`src/rtl/store_buffer.sv`:
```
// Posted-write store buffer sitting on the cache->memory port.
// Stores are queued in program order and drained to memory whenever the port
// is granted and not claimed by an accepted read. A read whose word address
// matches any queued store is held off until that store has drained.
module store_buffer #(
    parameter int DATA_WIDTH = 32,
    parameter int ADDR_WIDTH = 32,
    parameter int DEPTH      = 4
) (
    input  logic                  clk_i,
    input  logic                  rst_i,
    input  logic                  wr_en_i,
    input  logic                  rd_en_i,
    input  logic [ADDR_WIDTH-1:0] addr_i,
    input  logic [DATA_WIDTH-1:0] data_i,
    input  logic [2:0]            funct3_i,
    input  logic                  mem_gnt_i,
    input  logic [DATA_WIDTH-1:0] mem_rd_data_i,
    output logic [DATA_WIDTH-1:0] rd_data_o,
    output logic                  stall_o,
    output logic                  empty_o,
    output logic                  mem_wr_en_o,
    output logic [ADDR_WIDTH-1:0] mem_addr_o,
    output logic [DATA_WIDTH-1:0] mem_data_o,
    output logic [2:0]            mem_funct3_o
);

    localparam int PTR_W = (DEPTH > 1) ? $clog2(DEPTH) : 1;
    localparam int CNT_W = PTR_W + 1;

    // Queue storage: valid bits are reset, payload is not.
    logic [DEPTH-1:0]      valid_q;
    logic [ADDR_WIDTH-1:0] addr_q   [DEPTH];
    logic [DATA_WIDTH-1:0] data_q   [DEPTH];
    logic [2:0]            funct3_q [DEPTH];

    logic [PTR_W-1:0] head_q, head_d;
    logic [PTR_W-1:0] tail_q, tail_d;
    logic [CNT_W-1:0] count_q, count_d;
    logic             empty_q;

    logic [DEPTH-1:0] match;
    logic             hit;
    logic             full;
    logic             rd_req;
    logic             rd_accept;
    logic             drain;
    logic             enq;

    // Word-granular address match against every live entry; access size is
    // deliberately ignored so overlapping sub-word accesses are always caught.
    generate
        for (genvar gi = 0; gi < DEPTH; gi++) begin : g_hit
            assign match[gi] = valid_q[gi] &&
                               (addr_q[gi][ADDR_WIDTH-1:2] == addr_i[ADDR_WIDTH-1:2]);
        end
    endgenerate

    assign hit    = |match;
    assign full   = (count_q == CNT_W'(DEPTH));
    // A simultaneous read+store is illegal; it is handled as a plain store.
    assign rd_req = rd_en_i & ~wr_en_i;

    // The port is never used while reset is asserted, so nothing queued before
    // reset can leak to memory during the reset cycle.
    assign rd_accept = rd_req & ~hit & mem_gnt_i & rst_i;
    assign drain     = mem_gnt_i & ~rd_accept & (count_q != '0) & rst_i;
    // No full bypass: a store arriving while full waits even if a drain happens.
    assign enq       = wr_en_i & ~full;

    assign stall_o   = (wr_en_i & full) | (rd_req & (hit | ~mem_gnt_i));
    assign empty_o   = empty_q;
    assign rd_data_o = mem_rd_data_i;

    // Memory port mux: accepted read first, otherwise drain the head entry.
    always_comb begin
        mem_wr_en_o  = 1'b0;
        mem_addr_o   = '0;
        mem_data_o   = '0;
        mem_funct3_o = '0;
        if (rd_accept) begin
            mem_addr_o   = addr_i;
            mem_funct3_o = funct3_i;
        end else if (drain) begin
            mem_wr_en_o  = 1'b1;
            mem_addr_o   = addr_q[head_q];
            mem_data_o   = data_q[head_q];
            mem_funct3_o = funct3_q[head_q];
        end
    end

    // Next-state pointers and occupancy; pointers wrap naturally (DEPTH is 2^n).
    always_comb begin
        head_d  = head_q;
        tail_d  = tail_q;
        count_d = count_q;
        if (drain) begin
            head_d = head_q + PTR_W'(1);
        end
        if (enq) begin
            tail_d = tail_q + PTR_W'(1);
        end
        case ({enq, drain})
            2'b10:   count_d = count_q + CNT_W'(1);
            2'b01:   count_d = count_q - CNT_W'(1);
            default: count_d = count_q;
        endcase
    end

    // Control state: pointers, count, valid bits and the registered empty flag.
    always_ff @(posedge clk_i) begin
        if (!rst_i) begin
            head_q  <= '0;
            tail_q  <= '0;
            count_q <= '0;
            valid_q <= '0;
            empty_q <= 1'b1;
        end else begin
            head_q  <= head_d;
            tail_q  <= tail_d;
            count_q <= count_d;
            empty_q <= (count_d == '0);
            // Enqueue and drain never target the same slot: that would need
            // head==tail with both a live head and a free tail.
            if (drain) begin
                valid_q[head_q] <= 1'b0;
            end
            if (enq) begin
                valid_q[tail_q] <= 1'b1;
            end
        end
    end

    // Payload capture at the tail on every accepted store.
    always_ff @(posedge clk_i) begin
        if (enq) begin
            addr_q[tail_q]   <= addr_i;
            data_q[tail_q]   <= data_i;
            funct3_q[tail_q] <= funct3_i;
        end
    end

    // Read and store in the same cycle is a protocol violation upstream.
    assert property (@(posedge clk_i) disable iff (!rst_i) !(wr_en_i && rd_en_i));

endmodule

```
`config.mk`:
```
export PLATFORM = sky130hd
export DESIGN_NAME = store_buffer
export DESIGN_NICKNAME = d
export VERILOG_FILES = /design/src/rtl/store_buffer.sv
export SDC_FILE = /design/constraint.sdc
export NUM_CORES = 1
export LEC_CHECK = 0
export ABC_CLOCK_PERIOD_IN_PS = 4500
export BUFFER_PORTS_ARGS = -buffer_cell sky130_fd_sc_hd__buf_2
export CAP_MARGIN = 20
export CORE_MARGIN = 1
export CORE_UTILIZATION = 30
export CTS_CLUSTER_DIAMETER = 150
export CTS_CLUSTER_SIZE = 8
export DETAILED_ROUTE_END_ITERATION = 10
export GPL_ROUTABILITY_DRIVEN = 0
export HOLD_SLACK_MARGIN = 0.03
export PLACE_DENSITY_LB_ADDON = 0.05
export SLEW_MARGIN = 20
export SYNTH_ARGS = -nofsm -noshare
export SYNTH_HDL_FRONTEND = slang
export SYNTH_SLANG_ARGS = --single-unit
```
`constraint.sdc`:
```
create_clock -name clk_i -period 4.5 [get_ports clk_i]
set_input_delay 0.225 -clock clk_i [delete_from_list [all_inputs] [get_ports clk_i]]
set_output_delay 0.225 -clock clk_i [all_outputs]
set_load 0.005 [all_outputs]
```
==> impl_metrics.csv <==
group,metric,value,unit
setup_path,cp.buffers_inverters,4,
setup_path,crit_slowest_cell,"nand2_2",
clock_network,ctsResizeCount,0,
setup_path,path_cells,"dlygate4sd3_1 -> buf_2 -> xor2_1 -> or4_1 -> nor4_2 -> a32oi_4 -> buf_4 -> nand2_2 -> and3_1 -> buf_2",
timing,clock_skew,0.01788,ns
clock_network,cts_hold_buf,64,
setup_path,crit_type,"in -> out",
setup_path,crit_family,"simple AND/OR/NAND/NOR gates",
setup_path,crit_path_start_kind,"primary input",
final_layout,drive_above_1_share,29.18,%
drt,wl_per_cell,24.47,um
setup_path,endpoint_kind,"output port",
die,fp.coreArea,43460,um2
synth,synth_nets,997,
timing,tightest_slew,0.9925,ns
worst_hold_path,holdPathStages,1,
drt,drt_iter0_drc,506,
place,port_buffers,141,
synth,synthArstFlopShare,0,%
place,place_area,14430,um2
setup_path,critPathMaxFanout,36,
die,start_util,30.69,%
final_layout,final_area,16200,um2
job,cap_violations,0,
run_status,outcome,"finished clean",
final_layout,final_nets,1158,
drt,drc,0,
clock_network,htreeDepth,2,
global_routing,grt_pass1_wl,57690,um
synth,avgSynthCellArea,15.10,um2
final_layout,syn_to_final_growth,21.50,%
timing,fin_crit_sh,89.98,%
timing,relSlewSlack,33.83,%
drt,drtAntennaViolNets,0,
timing,hold_viol,0,
timing,period_needed,4.049,ns
drt,via_per_inst,4.968,
synth,yosys_warnings,0,
global_routing,grt_overflow,0,
synth,synthFlopType,"edfxtp_1",
place,dp_hpwl,25610,um
die,die-area,45300,um2
power,p_leak,5.393,nW
timing,drv_slew,0,
global_routing,grt_max_degree,72,
synth,synth_area,13340,um2
setup_path,arrival,3.82,ns
clock_network,cts_root_buffer,"clkbuf_16",
timing,rsz0062_at_grt,"false",
drt,firstDrtPassIters,4,
clock_network,cts_tree,"yes",
clock_network,clk-insertion-delay-late,0.56,ns
final_layout,final_common_cell,"edfxtp_1",
global_routing,antenna_found_initial,1,
setup_path,cp_common_cell,"buf_2",
setup_path,worstPathRequired,4.28,ns
timing,max_freq,247.0,MHz
clock_network,post-cts-setup-buffers,0,
global_routing,grt.total_usage,17.91,%
die,ioPinCount,206,
synth,ys_seq_area_share,62.45,%
final_layout,final_cell_mix,"268 x edfxtp_1, 141 x buf_2, 111 x xnor2_1, 67 x mux4_2, 64 x dlygate4sd3_1",
power,p_per_area,426.2,nW/um2
die,die_h,212.8,um
synth,syn_inst,883,
drt,routed_wl,40090,um
clock_network,clock_sinks,282,
drt,vias,8137,
power,peakVddDrop,0.0002863,V
die,die_w,212.8,um
setup_path,ff2ff_path_depth,13,
clock_network,clk_path_buf_depth,3,
global_routing,grt_pass1_vias,8455,
clock_network,path_clk_slew,0.05,ns
synth,yosysUniqueCellTypes,46,
setup_path,cp_slowest_stage_delay,0.62,ns
timing,fin_tns_setup,0,ns
die,rows,76,
clock_network,cts_buffers,41,
worst_hold_path,hp-class,"in -> reg",
timing,setup_viol_count_final,0,
setup_path,cp_num_cells,10,
synth,synth-edff-count,268,
synth,ys_ff_latch,282,
## final cells by class
type                       count  area (um2)
fill                        4133       27250
sequential                   282        8335
multi-input combinational    488        4471
timing repair buffer         218        1494
clock buffer                  48        1074
tap                          585       732.0
inverter                      13       48.80
clock inverter                 3       45.04
antenna                        1       2.502
## state kept, by name, indices dropped and copies added, names as in the netlist, named ones only
register and cells:
addr_q 128, count_q 3, data_q 128, empty_o 1, funct3_q 12, head_q 2, tail_q 2, valid_q 4
## kinds of logic after synthesis
kind of cell | after synthesis | share of synthesized area (%)
AO/OA/AOI/OAI | 62 | 3.622
AND/OR/NAND/NOR | 231 | 9.514
multiplexers | 68 | 11.39
adder cells (fa/ha/maj) | 10 | 0.9946
flip-flops | 282 | 62.45
buffers and inverters | 113 | 4.344
XOR/XNOR | 117 | 7.684
## worst register-to-register path, stage by stage, from the launching register on
cell	delay [ns]
edfxtp_1	0.39
xor2_1	0.19
or4_1	0.58
nor4_2	0.48
a32oi_4	0.19
and2_2	0.23
nor2_1	0.11
ha_1	0.19
inv_1	0.06
fa_1	0.37
xor2_1	0.16
or3_1	0.30
a21boi_0	0.24
nor3_1	0.07
## through the flow
step | util, % | instances | setup slack (ns) | power (mW) | hold WS, ns
2_1_floorplan | - | 883 | 0.9435 | 3.781 | 0.3239
3_3_place_gp | 33.21 | 1522 | 0.8455 | 4.161 | 0.4464
3_5_place_dp | 33.21 | 1522 | 0.8050 | 4.157 | 0.4465
4_1_cts | 37.26 | 1637 | 0.3596 | 7.034 | 0.03164
5_1_grt | 37.28 | 1638 | 0.3139 | 7.188 | 0.05177
6_report | 37.28 | 1638 | 0.4508 | 6.905 | 0.06309
## per-layer routing
layer  track usage (%)  share of wire (%)  vias to the layer above
met2             27.29                 46                      251
li1                  -                  -                     3700
met1             24.45                 45                     4119
met4             7.269                3.0                        0
met3             4.265                5.9                       67
met5                 0                  0                        -
## cells in the mapped netlist, drive strengths merged, types with 3 or more instances
| cell type | number | area share [%] |
|---|---|---|
| o311ai | 4 | 0.26 |
| dfxtp | 14 | 2.1 |
| nand3 | 45 | 1.7 |
| nand4 | 53 | 2.5 |
| ha | 9 | 0.84 |
| and3 | 35 | 1.6 |
| a31oi | 3 | 0.14 |
| nand2b | 11 | 0.52 |
| nor3 | 4 | 0.15 |
| o21ai | 41 | 2.3 |
| edfxtp | 268 | 60 |
| buf | 44 | 2.4 |
| o2111ai | 3 | 0.20 |
| a21oi | 4 | 0.15 |
| nand2 | 45 | 1.3 |
| inv | 13 | 0.37 |
| mux4 | 67 | 11 |
| xnor2 | 111 | 7.3 |
| xor2 | 6 | 0.39 |
| nor2 | 8 | 0.23 |
| clkbuf | 56 | 1.6 |
| nor4 | 16 | 0.80 |
| and2 | 8 | 0.38 |
## path summary, 6_finish.rpt
check	startpoint	endpoint	slack, ns
max	addr_i[13]	mem_data_o[26]	0.45
min	addr_i[30]	addr_q[2][30]	0.06
max reg2reg	addr_q[1][13]	empty_o	0.83
min reg2reg	valid_q[3]	valid_q[3]	0.58
## power breakdown
group,leakage (nW),total (mW),switching [mW],internal [mW]
sequential,2.58,3.18,0.109,3.07
clock,0.545,2.78,1.11,1.67
combinational,2.27,0.943,0.525,0.417
No activity file was read; power rests on OpenSTA's default activity.
